$ cat src/rtl/gray_cnt_arbiter_pkg.sv
`default_nettype none
// ============================================================================
//  Module      : gray_pkg
//  Description : Shared types and helpers for the Gray counter arbiter.
//                FSM state encoding, bus widths and a popcount helper.
//  Revision    : 1.0  initial release
// ============================================================================
package gray_pkg;

  localparam int GRAY_W = 5;
  localparam int NREQ   = 2;

  typedef enum logic [2:0] {
    ST_IDLE  = 3'd0,
    ST_GRANT = 3'd1,
    ST_RUN   = 3'd2,
    ST_DRAIN = 3'd3,
    ST_DONE  = 3'd4
  } state_e;

  // Number of set bits in a 32-bit word; callers zero-extend narrower values.
  function automatic logic [31:0] popcount(input logic [31:0] v);
    logic [31:0] cnt;
    cnt = '0;
    for (int i = 0; i < 32; i++) begin
      cnt = cnt + 32'(v[i]);
    end
    return cnt;
  endfunction

endpackage
`default_nettype wire

$ cat src/rtl/gray_cnt_arbiter_if.sv
`default_nettype none
// ============================================================================
//  Module      : gray_cnt_arbiter_if
//  Description : Request / burst / counter-watch bundle between the
//                requesting logic, the Gray counter and the arbiter.
//                master : requesters + counter output (drive req, len*, gray_in)
//                slave  : arbiter (drives cnt_enable, grant, done, busy, gray_err)
//  Revision    : 1.0  initial release
// ============================================================================
interface gray_cnt_arbiter_if
  import gray_pkg::*;
#(
  parameter int WIDTH = GRAY_W
);
  logic [NREQ-1:0]  req;
  logic [WIDTH-1:0] len0;
  logic [WIDTH-1:0] len1;
  logic [WIDTH-1:0] gray_in;
  logic             cnt_enable;
  logic [NREQ-1:0]  grant;
  logic [NREQ-1:0]  done;
  logic             busy;
  logic             gray_err;

  modport master (
    output req, len0, len1, gray_in,
    input  cnt_enable, grant, done, busy, gray_err
  );

  modport slave (
    input  req, len0, len1, gray_in,
    output cnt_enable, grant, done, busy, gray_err
  );
endinterface
`default_nettype wire

$ cat src/rtl/gray_cnt_arbiter_gray_step_checker.sv
`default_nettype none
// ============================================================================
//  Module      : gray_step_checker
//  Description : Watches a Gray counter output and raises a sticky error if
//                any enabled step changes other than exactly one bit.
//  Ports       : clk, reset_L (async, active low)
//                gray_in  - counter output being watched
//                enable   - the counter's enable (step expected next edge)
//                gray_err - sticky violation flag, cleared only by reset
//  Revision    : 1.0  initial release
// ============================================================================
module gray_step_checker
  import gray_pkg::*;
#(
  parameter int WIDTH = GRAY_W
) (
  input  logic             clk,
  input  logic             reset_L,
  input  logic [WIDTH-1:0] gray_in,
  input  logic             enable,
  output logic             gray_err
);

  logic [WIDTH-1:0] prev_gray_q, prev_gray_d;
  logic             en_d_q, en_d_d;   // enable delayed to line up with the step
  logic             err_q, err_d;
  logic             step_ok;

  always_comb begin
    prev_gray_d = gray_in;
    en_d_d      = enable;
    step_ok     = (popcount(32'(gray_in ^ prev_gray_q)) == 32'd1);
    // The counter moved on the edge where en_d was captured, so the value now
    // on gray_in must differ from the captured previous one by exactly a bit.
    err_d       = err_q | (en_d_q & ~step_ok);
  end

  always_ff @(posedge clk or negedge reset_L) begin
    if (!reset_L) begin
      prev_gray_q <= '0;
      en_d_q      <= 1'b0;
      err_q       <= 1'b0;
    end else begin
      prev_gray_q <= prev_gray_d;
      en_d_q      <= en_d_d;
      err_q       <= err_d;
    end
  end

  assign gray_err = err_q;

endmodule
`default_nettype wire

$ cat src/rtl/gray_cnt_arbiter.sv
`default_nettype none
// ============================================================================
//  Module      : gray_cnt_arbiter
//  Description : Round-robin arbiter / burst sequencer for a shared Gray
//                counter. Grants one of two requesters, enables the counter
//                for exactly the granted burst length, pulses done to the
//                owner and checks every counter step is a single-bit change.
//  Ports       : clk, reset_L (async, active low)
//                bus (slave) : req, len0, len1, gray_in in;
//                              cnt_enable, grant, done, busy, gray_err out
//  Revision    : 1.0  initial release
// ============================================================================
module gray_cnt_arbiter
  import gray_pkg::*;
#(
  parameter int WIDTH = GRAY_W
) (
  input  logic                clk,
  input  logic                reset_L,
  gray_cnt_arbiter_if.slave   bus
);

  state_e           state_q, state_d;
  logic [WIDTH-1:0] remaining_q, remaining_d;
  logic             last_q, last_d;     // index of the last requester served
  logic             owner_q, owner_d;   // index of the current owner
  logic [NREQ-1:0]  grant_q, grant_d;
  logic [NREQ-1:0]  done_q, done_d;
  logic             cnt_en_q, cnt_en_d;
  logic             busy_q, busy_d;
  logic             win;
  logic             gray_err_w;

  always_comb begin
    state_d     = state_q;
    remaining_d = remaining_q;
    last_d      = last_q;
    owner_d     = owner_q;
    grant_d     = grant_q;
    done_d      = '0;
    cnt_en_d    = cnt_en_q;
    busy_d      = busy_q;

    // Under contention the requester that was not served last wins.
    win = (bus.req == 2'b11) ? ~last_q : bus.req[1];

    unique case (state_q)
      ST_IDLE: begin
        if (|bus.req) begin
          owner_d = win;
          grant_d = {win, ~win};
          busy_d  = 1'b1;
          state_d = ST_GRANT;
        end
      end
      ST_GRANT: begin
        remaining_d = owner_q ? bus.len1 : bus.len0;
        if (remaining_d == '0) begin
          done_d  = grant_q;
          state_d = ST_DONE;
        end else begin
          cnt_en_d = 1'b1;
          state_d  = ST_RUN;
        end
      end
      ST_RUN: begin
        remaining_d = remaining_q - WIDTH'(1);
        if (remaining_q == WIDTH'(1)) begin
          cnt_en_d = 1'b0;
          state_d  = ST_DRAIN;
        end
      end
      ST_DRAIN: begin
        // Counter is idle this cycle so its final step is visible on gray_in.
        done_d  = grant_q;
        state_d = ST_DONE;
      end
      ST_DONE: begin
        last_d  = owner_q;
        grant_d = '0;
        busy_d  = 1'b0;
        state_d = ST_IDLE;
      end
      default: begin
        state_d = ST_IDLE;
      end
    endcase
  end

  always_ff @(posedge clk or negedge reset_L) begin
    if (!reset_L) begin
      state_q     <= ST_IDLE;
      remaining_q <= '0;
      last_q      <= 1'b1;
      owner_q     <= 1'b0;
      grant_q     <= '0;
      done_q      <= '0;
      cnt_en_q    <= 1'b0;
      busy_q      <= 1'b0;
    end else begin
      state_q     <= state_d;
      remaining_q <= remaining_d;
      last_q      <= last_d;
      owner_q     <= owner_d;
      grant_q     <= grant_d;
      done_q      <= done_d;
      cnt_en_q    <= cnt_en_d;
      busy_q      <= busy_d;
    end
  end

  gray_step_checker #(
    .WIDTH (WIDTH)
  ) u_checker (
    .clk      (clk),
    .reset_L  (reset_L),
    .gray_in  (bus.gray_in),
    .enable   (cnt_en_q),
    .gray_err (gray_err_w)
  );

  assign bus.cnt_enable = cnt_en_q;
  assign bus.grant      = grant_q;
  assign bus.done       = done_q;
  assign bus.busy       = busy_q;
  assign bus.gray_err   = gray_err_w;

endmodule
`default_nettype wire

$ cat src/flat_wrapper.sv
// flat-port wrapper written by rule: the top's interface ports become plain ports
module gray_cnt_arbiter_flat import gray_pkg::*;
#(
  parameter int WIDTH = GRAY_W
)
  (clk, reset_L, bus_req, bus_len0, bus_len1, bus_gray_in, bus_cnt_enable, bus_grant, bus_done, bus_busy, bus_gray_err);
  gray_cnt_arbiter_if #(.WIDTH(WIDTH)) bus_i ();
  input  logic clk;
  input  logic reset_L;
  input wire logic [$bits(bus_i.req)-1:0] bus_req;
  input wire logic [$bits(bus_i.len0)-1:0] bus_len0;
  input wire logic [$bits(bus_i.len1)-1:0] bus_len1;
  input wire logic [$bits(bus_i.gray_in)-1:0] bus_gray_in;
  output wire logic [$bits(bus_i.cnt_enable)-1:0] bus_cnt_enable;
  output wire logic [$bits(bus_i.grant)-1:0] bus_grant;
  output wire logic [$bits(bus_i.done)-1:0] bus_done;
  output wire logic [$bits(bus_i.busy)-1:0] bus_busy;
  output wire logic [$bits(bus_i.gray_err)-1:0] bus_gray_err;
  assign bus_i.req = bus_req;
  assign bus_i.len0 = bus_len0;
  assign bus_i.len1 = bus_len1;
  assign bus_i.gray_in = bus_gray_in;
  assign bus_cnt_enable = bus_i.cnt_enable;
  assign bus_grant = bus_i.grant;
  assign bus_done = bus_i.done;
  assign bus_busy = bus_i.busy;
  assign bus_gray_err = bus_i.gray_err;
  gray_cnt_arbiter #(.WIDTH(WIDTH)) u_core (.clk(clk), .reset_L(reset_L), .bus(bus_i));
endmodule
$ cat config.mk
export PLATFORM = sky130hd
export DESIGN_NAME = gray_cnt_arbiter_flat
export DESIGN_NICKNAME = d
export VERILOG_FILES = /design/src/rtl/gray_cnt_arbiter_pkg.sv /design/src/rtl/gray_cnt_arbiter_if.sv /design/src/rtl/gray_cnt_arbiter_gray_step_checker.sv /design/src/rtl/gray_cnt_arbiter.sv /design/src/flat_wrapper.sv
export SDC_FILE = /design/constraint.sdc
export NUM_CORES = 1
export LEC_CHECK = 0
export CAP_MARGIN = 20
export CORE_MARGIN = 4
export CORE_UTILIZATION = 46
export CTS_BUF_LIST = sky130_fd_sc_hd__clkbuf_8
export CTS_CLUSTER_DIAMETER = 40
export DETAILED_ROUTE_END_ITERATION = 8
export PLACE_DENSITY = 0.77
export SKIP_LAST_GASP = 1
export SLEW_MARGIN = 40
export SYNTH_ARGS = -nofsm -noshare
export SYNTH_HDL_FRONTEND = slang
export SYNTH_SLANG_ARGS = --single-unit
$ cat constraint.sdc
create_clock -name clk -period 2 [get_ports clk]
set_input_delay 0.3 -clock clk [delete_from_list [all_inputs] [get_ports clk]]
set_output_delay 0.3 -clock clk [all_outputs]
set_load 0.005 [all_outputs]
==> results of run 1 <==
-- state kept, by name, indices dropped and copies added (netlist names), 2 cells and up --
name,flops
u_core.bus.done,2
u_core.bus.grant,2
u_core.remaining_q,5
u_core.state_q,3
u_core.u_checker.prev_gray_q,5
-- critical path: stages, from the launching register on --
cell,delay (ns)
dfrtp_1,0.38
xor2_1,0.16
fa_1,0.49
fa_2,0.37
ha_4,0.22
nor2_2,0.09
nand2_1,0.05
a21o_1,0.16
-- logic make-up after synthesis --
kind of cell | synth area share [%]
AO/OA/AOI/OAI | 12.2
multiplexers | 10.2
buffers and inverters | 3.31
AND/OR/NAND/NOR | 14.7
XOR/XNOR | 3.74
flip-flops | 49.2
adder cells (fa/ha/maj) | 6.62
-- cell type report --
type / count / area, sq um
multi-input cells: 67 / 582
repair buffers: 26 / 254
clock inverters: 1 / 5.00
flip-flops and latches: 23 / 577
clock buffers: 3 / 41.3
fillers: 228 / 947
well taps: 30 / 37.5
inverters: 3 / 11.3
-- how the worst max path moves through the flow --
stage | startpoint | end | depth (start not counted)
after global placement | bus_gray_in[1] | u_core.u_checker.gray_err | 8
after CTS | u_core.u_checker.prev_gray_q[3] | u_core.u_checker.gray_err | 7
after floorplan | u_core.u_checker.prev_gray_q[3] | u_core.u_checker.gray_err | 7
final | u_core.u_checker.prev_gray_q[1] | u_core.u_checker.gray_err | 7
after global routing | u_core.u_checker.prev_gray_q[1] | u_core.u_checker.gray_err | 7
after detailed placement | bus_gray_in[3] | u_core.u_checker.gray_err | 8
-- cell usage in the layout (no fill, tap or decap), drive strengths merged, types with 2 or more instances in the layout --
cell type      netlist  layout
nor3b                3       3
xor2                 5       5
dfrtp               22      22
clkbuf               0       3
a22o                 2       2
a21o                 2       2
ha                   3       3
a31o                 2       2
o21a                 2       2
fa                   2       2
dlygate4sd2          0       3
clkdlybuf4s50        0      22
nor3                 4       4
nor4                 2       2
mux2i                6       6
nor2                 4       4
or3b                 4       4
mux2                 5       5
nand2                6       6
a32oi                2       2
inv                  3       3
o21ai                2       2
-- stage by stage --
step / power (mW) / instances / util (%)
after floorplan: 1.31 / 98 / -
after global placement: 1.49 / 149 / 58.8
after detailed placement: 1.53 / 149 / 58.8
after CTS: 1.83 / 153 / 61.3
after global routing: 1.97 / 153 / 61.4
final: 1.82 / 153 / 61.4
-- layer usage --
metal | track usage, % | wire length (microns)
met5 | 0 | 0
met2 | 22.6 | 1060
met3 | 4.17 | 157
met4 | 7.62 | 63
met1 | 18.0 | 927
-- power by group --
part / internal, mW / switching, mW / leakage, nW
registers: 0.620 / 0.188 / 0.263
logic: 0.425 / 0.305 / 0.335
clock network: 0.139 / 0.146 / 0.0255
-- synth_stat cells (3+ instances only) --
cell     instances  area, sq um
nor3_1           4         20.0
or3b_1           3         26.3
dfrtp_1         22          551
buf_2            4         20.0
mux2_2           3         33.8
ha_1             3         37.5
mux2i_1          6         60.1
nor2_1           4         15.0
nand2_1          6         22.5
xor2_1           5         43.8
inv_1            3         11.3
-- timing repair --
action / 4_1_cts / 5_1_grt
resized for setup: 5 / 1
setup endpoints to repair: 1 / 1
pin swaps: 7 / 2
endpoints found under the hold margin: 0 / 0
buffers inserted: 0 / 0
==> results.md, run 1 <==
* Clock Pin Slew Worst Setup and Hold Paths at around 0.08 ns
* Final Setup Violations at 1
* FF-to-FF End: u_core.u_checker.gray_err
* Grt total ovfl at 0
* Critical Path RT at 2.16 ns
* Final WL at ~2.2 mm
* Core footprint at between 2000 and 2500 sq um
* Max Clk Rate at approximately 500 MHz
* Number of synthesized flops with an enable pin at 0
* DR iter-0 viols at 19
* Clock Latency Late Sink at 0.26 ns
* Worst-Margin Slew at 0.500 ns
* Initial antenna violation count at 0
* CP startpoint kind: flip-flop
* Global Route Usage Sum at 14.4%
* Final TNS setup at -0.0163 ns
* Cell count after synthesis at 98
* Rows at 18
* Largest net degree at the start of global routing at 24
* Starting Density at 47.8%
* Setup CP Type: flip-flop to flip-flop
* Total CTS buffers at 3
* Fin. Hold Viols at 0
* Setup Skew at 0.00508 ns
* Crit. End Element: flip-flop
* Pre-CTS setup slack at -0.508 ns
* Vias per Instance at ~5.7
* Netlist cell types at 38
* Worst Reg-to-Reg Cells at 7
* Violated checks: setup timing
* Sink Count at 23
* Worst r2r src: u_core.u_checker.prev_gray_q[1]
* HP Class: primary input to flip-flop
* First-pass GRT wire length at 3.75 mm
* Sequential area share after synthesis at roughly 49%
* Min-Delay Endpoint: u_core.u_checker.prev_gray_q[1]
* Ant. Diodes at 0
* Worst Path Arrival at about 2.2 ns
* Hold WS at 0.299 ns
* Status: complete, but fails checks
* Post-synth ARST share at 100%
* Pwr/cell area at 1210 nW/um^2
* Share of cells above drive strength 1 at between 15 and 20%
* Syn_nets at about 120
* Static leakage at slightly above 0.6 nW
* Synthesis-to-finish area growth at 28.6%
* Wire length per cell at 14.4 microns
* Nets at approximately 150
* Die X at 58.5 microns
* Max-cap violations at 0
* Root buf cell: clkbuf_8
* Final Critical Period at between 2 and 2.5 ns
* Clock Path Buffers at 2
* Worst setup margin at -0.0163 ns
* Period utilisation layout at 101%
* Worst-path maximum fanout at 1
* Slew margin rel. at about two thirds
* Most used DFF post-synth: dfrtp_1
* IO Port Bufs at 25
* TritonRoute pass-1 iters at 3
* Number of global-route vias before repair at about 840
* Final-report max-slew violation count at 0
* Maximum vdd ir drop at about 980 uV
* Gpl congestion at about 0.8
* Via count at 865
* Detailed placement HPWL at 1.73 mm
* Unrepaired setup endpoints after global routing: yes
* Synthesized area at 1170 sq um
* Synth Area per Inst at 12.0 sq um
* Die Area at 3420 sq um
* Critical hold path startpoint: bus_gray_in[1]
* Yosys reg bits at 23
* YS warnings at 0
* CTS tree: yes
* Max H-tree Level at 1
* Ports at 26
* Dpl cell area at around 1400 sq um
* Finished Cell Area at between 1500 and 2000 sq um
* Die H at 58.5 microns
* R2R setup slack at -0.02 ns
* Hold path depth at 1
* # DRC at 0
* Hold_buf cts at 0
* Antenna-violating nets left at 0
No activity file was read; power rests on OpenSTA's default activity.
==> inputs of run 2 (changes only) <==
--- a/config.mk
+++ b/config.mk
@@ -6,12 +6,14 @@
 export NUM_CORES = 1
 export LEC_CHECK = 0
 export CAP_MARGIN = 20
+export CELL_PAD_IN_SITES_DETAIL_PLACEMENT = 0
+export CELL_PAD_IN_SITES_GLOBAL_PLACEMENT = 1
 export CORE_MARGIN = 4
-export CORE_UTILIZATION = 46
+export CORE_UTILIZATION = 37
 export CTS_BUF_LIST = sky130_fd_sc_hd__clkbuf_8
 export CTS_CLUSTER_DIAMETER = 40
 export DETAILED_ROUTE_END_ITERATION = 8
-export PLACE_DENSITY = 0.77
+export PLACE_DENSITY_LB_ADDON = 0.1
 export SKIP_LAST_GASP = 1
 export SLEW_MARGIN = 40
 export SYNTH_ARGS = -nofsm -noshare
==> results.md, run 2 (same netlist as run 1, synthesis figures left out) <==
* Status: complete, but fails checks
* Violated checks: setup timing
* Share of cells above drive strength 1 at 18.4%
* Crit. End Element: flip-flop
* Dpl cell area at 1480 sq um
* Layout fillers at ~290
* Final Setup Violations at 1
* Post-route insts no fill at 169
* Max-cap violations at 0
* Total CTS buffers at 3
* Fin. Hold Viols at 0
* Detailed placement HPWL at roughly 1.8 mm
* Pwr/cell area at between 1000 and 1500 nW/um^2
* Worst-path maximum fanout at 1
* Grt total ovfl at 0
* Antenna-violating nets left at 0
* IO Port Bufs at 25
* HP Class: primary input to flip-flop
* Unrepaired setup endpoints after global routing: yes
* Initial antenna violation count at 0
* Slew margin rel. at 66.8%
* Post-CTS setup buffer count at 0
* Max H-tree Level at 1
* Clock Pin Slew Worst Setup and Hold Paths at ~0.080 ns
* Static leakage at 0.636 nW
* DR iter-0 viols at 16
* Clock Path Buffers at 2
* First-pass GRT wire length at 3.93 mm
* Synthesis-to-finish area growth at 32.4%
* Core footprint at 3050 sq um
* Die H at approximately 64 microns
* Number of global-route vias before repair at 850
* Max Clk Rate at 487 MHz
* Final WL at 2.25 mm
* Largest net degree at the start of global routing at 24
* Worst-Margin Slew at 0.497 ns
* Sink Count at 23
* Maximum vdd ir drop at 444 uV
* Worst Path Arrival at 2.21 ns
* Nets at 150
* Ports at 26
* Clock Latency Late Sink at 0.26 ns
* Global Route Usage Sum at about an eighth
* Die X at roughly 64 microns
* Ant. Diodes at 0
* Wire length per cell at 13.3 microns
* FF/Latch Area at 577 sq um
* Largest regs: u_core.remaining_q: 5 flops, u_core.u_checker.prev_gray_q: 5 flops, u_core.state_q: 3 flops
* Cell count after placement at 165
* # DRC at 0
* Vias per Instance at 4.97
* Period utilisation layout at 103%
* Starting Density at 38.4%
* Finished Cell Area at 1550 sq um
* Gpl congestion at roughly 0.8
* Rows at 20
* Commonest cells after routing, fill and taps aside: 22 x clkdlybuf4s50_1, 22 x dfrtp_1, 6 x nand2_1, 6 x mux2i_1, 4 x nor3_1
* Root buf cell: clkbuf_8
* Setup Skew at slightly above 0.002 ns
* Via count at 840
* CTS tree: yes
* Worst setup margin at -0.0554 ns
* TritonRoute pass-1 iters at 4
* Final Critical Period at 2.06 ns
* Final-report max-slew violation count at 0
* Setup CP Type: flip-flop to flip-flop
* Area of the multi-input gates at 594 sq um
* CP startpoint kind: flip-flop
* Critical Path RT at 2.16 ns
* Die Area at roughly 4100 sq um
-- run 2: cell count changes in the layout (fill, tap and decap cells not counted) --
cell | previous run | this run
nor2_4 | 0 | 1
xor2_2 | 1 | 2
buf_4 | 1 | 3
nor2_2 | 1 | 0
xor2_1 | 4 | 3
-- run 2: repair_timing --
action                     in CTS  in global routing
pin swaps                       6                  2
hold buffers                    0                  0
setup endpoints to repair       1                  1
resized for setup               5                  3
-- run 2: routing by layer --
layer	share of wire (%)	global-route usage, %	vias up
met4	0.80	3.96	0
met5	0	0	-
met1	51	17.5	406
li1	-	-	413
met3	4.3	2.64	2
met2	44	17.5	19
-- run 2: critical path, stage by stage (launching register included) --
cell and delay [ns]:
dfrtp_1 0.40, xor2_2 0.16, fa_1 0.50, fa_2 0.37
ha_4 0.23, nor2_4 0.09, nand2_1 0.05, a21o_1 0.16
-- run 2: worst paths after layout --
check | from | end | slack, ns | cells after the start
max in group asynchronous | reset_L | u_core.last_q | 1.33 | 2
worst min register to register | u_core.bus.cnt_enable | u_core.u_checker.en_d_q | 0.41 | 0
worst max register to register | u_core.u_checker.prev_gray_q[1] | u_core.u_checker.gray_err | -0.06 | 7
worst min-delay path | bus_gray_in[3] | u_core.u_checker.prev_gray_q[3] | 0.30 | 1
min in group asynchronous | reset_L | u_core.u_checker.prev_gray_q[1] | 0.39 | 2
worst max-delay path | u_core.u_checker.prev_gray_q[1] | u_core.u_checker.gray_err | -0.06 | 7
-- run 2: stage by stage --
step	utilization [%]	setup WS (ns)	setup TNS, ns	total power [mW]	hold slack, ns
after global placement	48.3	-0.488	-0.488	1.54	0.397
after floorplan	-	0.00604	0	1.31	0.00441
after detailed placement	48.3	-0.509	-0.509	1.56	0.398
after CTS	50.2	-0.0833	-0.0833	1.86	0.299
final	50.9	-0.0554	-0.0554	1.86	0.304
after global routing	50.9	-0.159	-0.159	2.01	0.301
-- run 2: power breakdown --
group / leakage, nW / internal [mW] / switching [mW] / total [mW]
clock: 0.0255 / 0.139 / 0.144 / 0.283
sequential: 0.263 / 0.620 / 0.170 / 0.790
combinational: 0.347 / 0.453 / 0.332 / 0.785
total: 0.636 / 1.21 / 0.645 / 1.86
-- run 2: layout make-up --
type                    instances  area share (%)
multi-input cells              67            38.3
flip-flops and latches         23            37.1
repair buffers                 28            17.3
well taps                      44            3.55
clock buffers                   3            2.66
inverters                       3           0.725
clock inverters                 1           0.322
